## src/rtl/aurora_pkg.sv

```systemverilog
// Shared character codes, state type and classifier for the Aurora idle monitor.
package aurora_pkg;

    localparam logic [7:0] K28_5 = 8'hBC;  // K
    localparam logic [7:0] K28_3 = 8'h7C;  // A
    localparam logic [7:0] K28_0 = 8'h1C;  // R

    localparam int A_MIN_DEF    = 17;
    localparam int A_MAX_DEF    = 32;
    localparam int LOCK_CNT_DEF = 4;

    typedef enum logic [1:0] {
        HUNT,
        TRACK,
        LOCKED
    } idle_mon_state_t;

    typedef enum logic [2:0] {
        CH_DATA,
        CH_K,
        CH_A,
        CH_R,
        CH_UNK
    } char_class_t;

    function automatic char_class_t classify(input logic is_k, input logic [7:0] data);
        char_class_t cls;
        if (!is_k) begin
            cls = CH_DATA;
        end else begin
            case (data)
                K28_5:   cls = CH_K;
                K28_3:   cls = CH_A;
                K28_0:   cls = CH_R;
                default: cls = CH_UNK;
            endcase
        end
        return cls;
    endfunction

endpackage

```

## src/rtl/a_spacing_counter.sv

```systemverilog
// Counts valid idle characters since the last A and flags short or overlong A intervals.
module a_spacing_counter
    import aurora_pkg::*;
#(
    parameter int A_MIN = A_MIN_DEF,
    parameter int A_MAX = A_MAX_DEF
) (
    input  logic clk,
    input  logic rst,
    input  logic valid,
    input  logic is_a,
    input  logic is_idle,
    output logic a_short,
    output logic a_in_range,
    output logic sat_hit
);

    localparam int CNT_W = $clog2(A_MAX + 2);
    localparam logic [CNT_W-1:0] MIN_C = CNT_W'(A_MIN);
    localparam logic [CNT_W-1:0] MAX_C = CNT_W'(A_MAX);
    localparam logic [CNT_W-1:0] SAT_C = CNT_W'(A_MAX + 1);

    // Zero means no interval in progress: no A seen since the last non-idle character.
    logic [CNT_W-1:0] count;
    logic             tracking;

    always_comb begin
        tracking   = (count != '0);
        a_short    = valid && is_a && tracking && (count < MIN_C);
        a_in_range = valid && is_a && tracking && (count >= MIN_C) && (count <= MAX_C);
        sat_hit    = valid && is_idle && !is_a && (count == MAX_C);
    end

    // NOTE: sequential state uses non-blocking assignments so every register
    // samples pre-edge values regardless of block ordering.
    always_ff @(posedge clk or posedge rst) begin
        if (rst) begin
            count <= '0;
        end else if (valid) begin
            if (is_a) begin
                count <= CNT_W'(1);
            end else if (!is_idle) begin
                count <= '0;
            end else if (tracking && (count != SAT_C)) begin
                count <= count + 1'b1;
            end
        end
    end

endmodule

```

## src/rtl/idle_monitor.sv

```systemverilog
// Receive-side idle ordered-set monitor: K/A/R classification, K-first and A-cadence checks.
// Optional saturating error counter enabled by defining IDLE_MONITOR_ERR_CNT_EN.
module idle_monitor
    import aurora_pkg::*;
#(
    parameter int A_MIN    = A_MIN_DEF,
    parameter int A_MAX    = A_MAX_DEF,
    parameter int LOCK_CNT = LOCK_CNT_DEF
) (
    input  logic       clk,
    input  logic       rst,
    input  logic       rx_valid,
    input  logic [7:0] rx_data,
    input  logic       rx_is_k,
    input  logic       rx_code_err,
    output logic       rx_K,
    output logic       rx_A,
    output logic       rx_R,
    output logic       rx_idle,
    output logic       idle_locked,
    output logic       seq_err,
    output logic       spacing_err,
    output logic       unk_k_err,
    output logic [7:0] err_count
);

    localparam int GOOD_W = $clog2(LOCK_CNT + 1);
    localparam logic [GOOD_W-1:0] LOCK_C = GOOD_W'(LOCK_CNT);

    idle_mon_state_t   state, state_nxt;
    logic [GOOD_W-1:0] good, good_nxt;
    logic              after_non_idle, after_non_idle_nxt;

    char_class_t ch;
    logic        is_k, is_a, is_r, is_idle, is_unk, code_err;
    logic        seq_nxt, spacing_nxt, unk_nxt;
    logic        a_short, a_in_range, sat_hit;

    always_comb begin
        ch       = classify(rx_is_k, rx_data);
        is_k     = rx_valid && (ch == CH_K);
        is_a     = rx_valid && (ch == CH_A);
        is_r     = rx_valid && (ch == CH_R);
        is_unk   = rx_valid && (ch == CH_UNK);
        is_idle  = is_k || is_a || is_r;
        code_err = rx_valid && rx_code_err;
    end

    a_spacing_counter #(
        .A_MIN (A_MIN),
        .A_MAX (A_MAX)
    ) u_spacing (
        .clk        (clk),
        .rst        (rst),
        .valid      (rx_valid),
        .is_a       (is_a),
        .is_idle    (is_idle),
        .a_short    (a_short),
        .a_in_range (a_in_range),
        .sat_hit    (sat_hit)
    );

    // NOTE: every signal driven here gets a default first, so no path leaves
    // a value unassigned and no latch is inferred.
    always_comb begin
        state_nxt          = state;
        good_nxt           = good;
        after_non_idle_nxt = after_non_idle;
        seq_nxt            = 1'b0;
        spacing_nxt        = 1'b0;
        unk_nxt            = is_unk;

        if (rx_valid) begin
            seq_nxt            = (is_a || is_r) && after_non_idle;
            after_non_idle_nxt = !is_idle;
            spacing_nxt        = (a_short || sat_hit) && (state != HUNT);

            case (state)
                HUNT: begin
                    if (is_a) begin
                        state_nxt = TRACK;
                        good_nxt  = '0;
                    end else if (code_err) begin
                        good_nxt = '0;
                    end
                end
                TRACK: begin
                    if (!is_idle || spacing_nxt) begin
                        state_nxt = HUNT;
                    end else if (code_err) begin
                        good_nxt = '0;
                    end else if (a_in_range) begin
                        good_nxt = good + 1'b1;
                        if (good_nxt == LOCK_C) state_nxt = LOCKED;
                    end
                end
                LOCKED: begin
                    // Plain data keeps lock; the counter restarts silently on the next A.
                    if (spacing_nxt || code_err || is_unk) state_nxt = HUNT;
                end
                default: state_nxt = HUNT;
            endcase
        end
    end

    always_ff @(posedge clk or posedge rst) begin
        if (rst) begin
            state          <= HUNT;
            good           <= '0;
            after_non_idle <= 1'b0;
        end else begin
            state          <= state_nxt;
            good           <= good_nxt;
            after_non_idle <= after_non_idle_nxt;
        end
    end

    always_ff @(posedge clk or posedge rst) begin
        if (rst) begin
            rx_K        <= 1'b0;
            rx_A        <= 1'b0;
            rx_R        <= 1'b0;
            rx_idle     <= 1'b0;
            idle_locked <= 1'b0;
            seq_err     <= 1'b0;
            spacing_err <= 1'b0;
            unk_k_err   <= 1'b0;
        end else begin
            rx_K        <= is_k;
            rx_A        <= is_a;
            rx_R        <= is_r;
            seq_err     <= seq_nxt;
            spacing_err <= spacing_nxt;
            unk_k_err   <= unk_nxt;
            idle_locked <= (state_nxt == LOCKED);
            if (rx_valid) rx_idle <= is_idle;
        end
    end

`ifdef IDLE_MONITOR_ERR_CNT_EN
    logic any_err;
    assign any_err = seq_nxt || spacing_nxt || unk_nxt || code_err;

    always_ff @(posedge clk or posedge rst) begin
        if (rst) begin
            err_count <= 8'd0;
        end else if (any_err && (err_count != 8'hFF)) begin
            err_count <= err_count + 8'd1;
        end
    end
`else
    assign err_count = 8'd0;
`endif

endmodule

```

## config.mk

```make
export PLATFORM = sky130hd
export DESIGN_NAME = idle_monitor
export DESIGN_NICKNAME = d
export VERILOG_FILES = /design/src/rtl/aurora_pkg.sv /design/src/rtl/a_spacing_counter.sv /design/src/rtl/idle_monitor.sv
export SDC_FILE = /design/constraint.sdc
export NUM_CORES = 1
export LEC_CHECK = 0
export CORE_MARGIN = 1.5
export CORE_UTILIZATION = 51
export CTS_BUF_LIST = sky130_fd_sc_hd__clkbuf_16
export DETAILED_ROUTE_END_ITERATION = 10
export DONT_BUFFER_PORTS = 1
export PLACE_DENSITY = 0.74
export SKIP_CTS_REPAIR_TIMING = 1
export SLEW_MARGIN = 10
export SYNTH_ARGS = -nofsm -noshare
export SYNTH_HDL_FRONTEND = slang
export SYNTH_SLANG_ARGS = --single-unit
```

## constraint.sdc

```tcl
create_clock -name clk -period 4.35 [get_ports clk]
set_input_delay 0.6525 -clock clk [delete_from_list [all_inputs] [get_ports clk]]
set_output_delay 0.6525 -clock clk [all_outputs]
set_load 0.1 [all_outputs]
```

# After elaboration in Yosys (flattened, before gate mapping)
# Cells that the tools add are included.
# Widths: inputs -> output; s select.
# classes
n_addsub,2
order_cmp,3
n_eq_ne,17
n_mux,21
reduce_logical,31
# op_table
op,count
$mux 3,6
$mux 6,3
$logic_and 1x1->1,16
$mux 2,7
$ne 3x3->1 const B,3
$pmux 3 s3,1
$eq 8x5->1 const B,1
$eq 8x7->1 const B,1
$eq 8x8->1 const B,1
$logic_or 1x1->1,7
$add 6x1->6 const B,1
$eq 3x2->1 const B,2
$eq 3x3->1 const B,2
$eq 6x6->1 const B,1
$ge 6x5->1 const B,1
$le 6x6->1 const B,1
$lt 6x5->1 const B,1
$ne 6x6->1 const B,1
$pmux 2 s3,1
$pmux 3 s2,1
$reduce_bool 6->1,1
$reduce_and 5->1,1
$eq 2x2->1 const B,2
$reduce_bool 2->1,2
8 further kinds,10
# word_totals
reg_bits,20
in_bits,13
out_inout_bits,16
word_cells,86

# Depth between registers and ports, before layout
# Gate-level depths: netlist of run 1.
# depth
depth_word,18
mapped_depth,7
mapped_depth_nobuf,7

# By module
# Synthesis of run 1 repeated with hierarchy kept, for this count alone.
# unflattened
hier_cells,140
area_unflattened_um2,1320.0
# by_module_without_submodules
module,instances,cells_per_inst,area_per_inst_um2,seq_area_each_um2
idle_monitor,1,85,828.3,350.3
a_spacing_counter,1,55,491.7,150.1

# Least setup slack after synthesis of run 1
# No wires, ideal clock.
# synth_path
path_type,input port to flip-flop
startpoint,in rx_data[0]
endpoint,reg good[1]
setup_ns,0.125
arrival_time_ns,1.843
required_ns,4.225
setup_slack_ns,2.382
stages,5
n_path_buf,0
path_cell_list,and4bb_2 nand4_2 o22ai_2 o211a_4 mux2_4
# synth_between
elab_chain_cells,15
word_cells_on_any_way,32
classes_between,eq/ne (9); mux (4); reduce/logical (19)
# synth_lines
element,line_no,text
from (decl),idle_monitor.sv:13,"input logic [7:0] rx_data,"
"$eq 8x5->1, or another cell as far along",aurora_pkg.sv:31,case (data)
$pmux 3 s3 (*),aurora_pkg.sv:31,
$mux 3 (*),aurora_pkg.sv:28,if (!is_k) begin
$eq 3x1->1 / $eq 3x2->1 (equally long branches),"idle_monitor.sv:41, idle_monitor.sv:42",
$logic_and 1x1->1 (on tied branches),"idle_monitor.sv:41, idle_monitor.sv:42",
$logic_or 1x1->1 (2 in series),idle_monitor.sv:45,is_idle = is_k || is_a || is_r;
$logic_and 1x1->1 (3 in series),a_spacing_counter.sv:31,sat_hit = valid && is_idle && !is_a && (count == MAX_C);
$logic_or 1x1->1,idle_monitor.sv:76,spacing_nxt = (a_short || sat_hit) && (state != HUNT);
$logic_and 1x1->1,idle_monitor.sv:76,
$logic_or 1x1->1,idle_monitor.sv:88,if (!is_idle || spacing_nxt) begin
$ne 2x2->1 (no line),-,
$reduce_and 5->1 (no line),-,
to (signal assigned),idle_monitor.sv:113,good <= good_nxt;
to (decl),idle_monitor.sv:31,"logic [GOOD_W-1:0] good, good_nxt;"
# Mark *: on every way between the ends. The rest lies on a longest branch, timed or not.
# A chain may end at the register's enable or synchronous reset.

# Worst setup path after layout of run 1
# layout_path
startpoint,reg u_spacing.count[0]
endpoint,reg good[1]
# layout_between
elab_chain_cells,8
word_cells_on_any_way,16
classes_between,order compare (3); eq/ne (3); reduce/logical (10)
# layout_lines
element,line_no,text
from (decl),a_spacing_counter.sv:24,logic [CNT_W-1:0] count;
from (signal assigned),a_spacing_counter.sv:45,count <= count + 1'b1;
"parallel branches: the longest is 7 deep, another holds $lt 6x5->1",-,
$reduce_and 5->1 (no line) (*),-,
# Mark *: on every way between the ends.

==> results of run 1 <==
stage by stage:
step / power, uW / cells
after CTS: 435 / 169
after floorplan: 252 / 147
after global placement: 246 / 165
after detailed placement: 247 / 165
after global routing: 447 / 169
final: 435 / 169
routing by layer:
layer  up-vias  wire length [um]
met3         4               173
li1        475                 -
met5         -                 0
met2        41              1250
met1       464              1110
met4         0                31
layout make-up:
class | count | area share
Multi-Input combinational cell | 105 | 0.535
Sequential cell | 20 | 0.356
Clock buffer | 3 | 0.0534
Inverter | 10 | 0.0267
Tap cell | 30 | 0.0267
Clock inverter | 1 | 0.00267
cell families after synthesis:
group,count (synthesis)
AND/OR/NAND/NOR,57
AO/OA/AOI/OAI,27
buffers and inverters,22
flip-flops,20
adder cells (fa/ha/maj),5
XOR/XNOR,5
multiplexers,3
other,1
sequential cells by signal (all words and copies together) (netlist names):
register         count
seq_err              1
state                2
after_non_idle       1
idle_locked          1
rx_idle              1
rx_K                 1
good                 3
rx_A                 1
u_spacing.count      6
unk_k_err            1
rx_R                 1
spacing_err          1
power groups by stage:
stage / Combinational (uW) / Sequential, uW / Clock [uW]
after CTS: 50.9 / 193 / 192
after detailed placement: 50.8 / 196 / 0
final: 50.6 / 193 / 191
after global routing: 54.4 / 193 / 200
after global placement: 49.9 / 196 / 0
after floorplan: 55.8 / 196 / 0
worst max-delay path, cell delays in order, from the launching register on:
cell     delay, ps
dfrtp_1        440
inv_1           80
ha_1           200
nor3b_1        250
mux2i_1        300
o22ai_2        150
o211a_4        260
mux2_4         290
path summary, 6_finish.rpt:
path	slack (ps)	end	cells past startpoint
min in group clk	480	after_non_idle	1
worst min register to register	480	after_non_idle	1
worst max-delay path	2260	good[1]	7
worst max register to register	2260	good[1]	7
worst min-delay path	420	unk_k_err	1
max in group asynchronous	3460	u_spacing.count[0]	1
placed cells by master (no fill, tap or decap), drive strengths merged, types with 3 or more instances in the layout:
cell type / Yosys / final
dfrtp: 20 / 20
nand3: 9 / 9
and2: 5 / 5
inv: 10 / 10
o21a: 3 / 3
conb: 1 / 8
o22ai: 3 / 3
ha: 5 / 5
nand2: 8 / 8
nor3: 4 / 4
xor2: 3 / 3
o21ai: 6 / 6
nor3b: 4 / 4
nor2: 6 / 6
nand4: 3 / 3
clkbuf: 2 / 3
a21oi: 4 / 4
nand3b: 4 / 4
==> metrics.cfg, run 1 <==
[clock_network]
clock_latency_ps = 250
ctsRootBufferMaster = clkbuf_16
cts.clk_slew.worst_paths_ps = 60
cts_buffers = 3
clkSinkCount = 20
ctsHtreeMaxLevel = 1
cts_tree = yes
clk_path_buf_depth = 2

[sta]
rsz0062_at_grt = false
setup_viol = 0
drv_slew = 0
worst_slack_ps = 2260
worstMarginPinSlew_ps = 889
finClkSkew_ps = 1.46
period_share = 0.481
timing.fmax_mhz = 478
holdWs_ps = 417
fin_setup_tns_ps = 0
min_period_ps = 2090
hold_viol = 0
relSlewSlack = 0.407

[yosys]
synth-simple-area-share = 0.272
synthXorXnorAreaFrac = 0.0321
synth_area_sq_um = 1360
synth_edf_count = 0
yosysTopAreaCell = dfrtp_1
ys_ff_latch = 20
ys_seq_area_frac = 0.367
synth_most_common_cell = dfrtp_1
synth_cell_types = 48
ys.flop_type = dfrtp_1
yosysTopAreaCellShare = 0.367
ys_warn_count = 0
postSynthCellCount = 140
yosys-mux-area-fraction = 0.0257
synth_common_cells = 20 x dfrtp_1, 10 x inv_1, 8 x buf_4, 8 x nand2_1, 8 x nand3_1
synthTopCellsByArea = dfrtp_1 37%, ha_1 4.6%, buf_4 4.4%, nand3_1 2.9%, inv_1 2.8%
synth_top_family_by_area = simple AND/OR/NAND/NOR gates
synth.avg_cell_area_sq_um = 9.74
synthArstFlopShare = 1.00
synth-compound-area-share = 0.154
synth_fa_ha_area_frac = 0.0459

[setup_path]
regToRegStartpoint = u_spacing.count[0]
startpoint = u_spacing.count[0]
cp_data_arrival_time_ps = 2230
cp.required_ps = 4490
end_kind = register
critPathLaunchType = register
crit_type = register to register
critPathMaxFanout = 6

[grt]
gr-total-overflow = 0
grt_pass1_vias = 976
grt_start_max_net_pins = 21
top_usage_layer = met2
grt_pass1_wl_um = 4430
grt_util_met2 = 0.313
grt_use_total = 0.205
grt.met3_usage = 0.0219
met1_usage = 0.283
antenna_found_initial = 0

[power]
switching_share = 0.267
ir_drop_uv = 212
netSwitchingPower_uw = 116
combPwrFrac = 0.116
seq_power_share = 0.444
internal-power_uw = 319
p_leak_uw = 0.000644
pwr-share-clk = 0.440
power.density_nw_per_um2 = 309

[route]
postRouteWirelength_um = 2570
routed_via_density = 5.82
drtIter0Drc = 32
firstDrtPassIters = 4
detail_route.wl_per_cell_um = 15.2
drc_errors = 0
vias = 984
ant_nets = 0

[finish]
nFillCells = 224
syn2layout_area_growth_pct = 3.12
fin_util = 0.563
nets = 158
fin_area_sq_um = 1410
diodes = 0
area.sequential_sq_um = 500
layout-drive-gt1-share = 0.129
multi_input_area_sq_um = 752

[placed_design]
routabilityCongestion = 0.837
placed_cell_area_sq_um = 1330
io_buffers = 0
place_hpwl_um = 1930
dp_slack_ps = 2210

[die]
core_area_sq_um = 2500
start_util = 0.546
dieArea_sq_um = 2990
pin_count = 29
rows = 18
die_y_um = 54.7
fp.dieW_um = 54.7

[run]
drv_cap = 0

[worst_hold_path]
hold_path_class = input port to async pin

[run_status]
status = finished clean

(Power assumes the default switching activity.)
==> run 2, diff against run 1 <==
- clock period: 4.35 -> 2.2 ns (I/O delays scaled with it)
==> metrics.cfg, run 2 (synthesis gave the netlist of run 1 again) <==
[sta]
drv_slew = 0
timing.fmax_mhz = 492
hold_viol = 0
setup_viol = 0
finClkSkew_ps = 3.05
fin_setup_tns_ps = 0
rsz0062_at_grt = false
relSlewSlack = 0.496
period_share = 0.925
worstMarginPinSlew_ps = 755
holdWs_ps = 102
min_period_ps = 2030

[finish]
layout_commonest_cell = dfrtp_1
diodes = 0
nFillCells = 223
top_regs = u_spacing.count: 6 flops, good: 3 flops, state: 2 flops
largest_register_ffs = 6
top_register = u_spacing.count
syn2layout_area_growth_pct = 8.44
finalNonFillerCells = 178
fin_util = 0.592
nets = 167
final_cell_mix = 20 x dfrtp_1, 10 x inv_1, 9 x buf_4
layout-drive-gt1-share = 0.189

[die]
rows = 18
die_y_um = 54.7
dieArea_sq_um = 2990
core_area_sq_um = 2500
start_util = 0.546
pin_count = 29
fp.dieW_um = 54.7

[power]
ir_drop_uv = 371
power.density_nw_per_um2 = 576
p_total_uw = 852
p_leak_uw = 0.000694

[grt]
gr-total-overflow = 0
antenna_found_initial = 0
grt_use_total = 0.202
grt_pass1_vias = 984
grt_pass1_wl_um = 4310
grt_start_max_net_pins = 21

[route]
routed_via_density = 5.63
wl_met3_um = 90
wl_met1_um = 1150
drc_errors = 0
postRouteWirelength_um = 2520
drtIter0Drc = 14
detail_route.wl_per_cell_um = 14.1
firstDrtPassIters = 4
wl_met2_um = 1240
vias = 1002
topRoutingLayerUsed = met4
ant_nets = 0

[clock_network]
ctsRootBufferMaster = clkbuf_16
cts_buffers = 3
cts.clk_slew.worst_paths_ps = 60
clkSinkCount = 20
cts_tree = yes
clock_latency_ps = 250
ctsHtreeMaxLevel = 1
clk_path_buf_depth = 2

[worst_hold_path]
hold_path_class = input port to async pin

[placed_design]
post-place-cells = 174
io_buffers = 0
routabilityCongestion = 0.807
place_hpwl_um = 1900

[setup_path]
cp_data_arrival_time_ps = 2170
cp.required_ps = 2330
critPathMaxFanout = 6
end_kind = register
crit_type = register to register
timing.rr.end = good[1]
reg2reg_depth = 7
r2r_slack_ps = 170
critPathLaunchType = register
regToRegStartpoint = u_spacing.count[0]

[run]
drv_cap = 0

[run_status]
status = finished clean

==> run 2: worst max-delay path by stage <==
| stage | startpoint | to | slack, ps | depth (start not counted) |
|---|---|---|---|---|
| final | u_spacing.count[0] | good[1] | 170 | 7 |
| after global routing | u_spacing.count[0] | good[1] | 70 | 7 |
| after floorplan | u_spacing.count[0] | good[1] | 300 | 7 |
| after detailed placement | u_spacing.count[0] | good[1] | 100 | 7 |
| after CTS | u_spacing.count[0] | good[1] | 90 | 7 |
| after global placement | u_spacing.count[0] | good[1] | 220 | 7 |
==> run 2: critical path: stages (launching register included) <==
cell and delay [ps]:
dfrtp_1 430, inv_1 80, ha_1 200, nor3b_2 210, mux2i_1 310, o22ai_2 140
o211a_4 260, mux2_4 290
==> run 2: where the power goes <==
part / total (uW) / leakage (uW) / internal [uW] / switching (uW)
clock: 369 / 0.0000385 / 242 / 128
combinational: 110 / 0.000382 / 19.4 / 91.1
sequential: 372 / 0.000273 / 370 / 1.88
total: 852 / 0.000694 / 632 / 221
==> run 2: routing by layer <==
metal,vias to the layer above,track usage
met4,0,0.0833
met1,484,0.263
met2,21,0.335
met5,-,0
li1,493,-
met3,4,0.0246
==> run 2: through the flow <==
step	worst slack, ps	instance area [sq um]
6_report	166	1480
5_1_grt	72.4	1480
4_1_cts	92.4	1470
3_5_place_dp	101	1400
3_3_place_gp	225	1400
2_1_floorplan	295	1390
==> run 2: cell type report <==
cell class                 count  area [sq um]  area share
clock inverter                 1          3.75     0.00254
clock buffer                   3          75.1      0.0508
timing repair buffer           9          67.6      0.0457
tap                           30          37.5      0.0254
multi-input combinational    105           757       0.512
inverter                      10          37.5      0.0254
sequential                    20           500       0.338
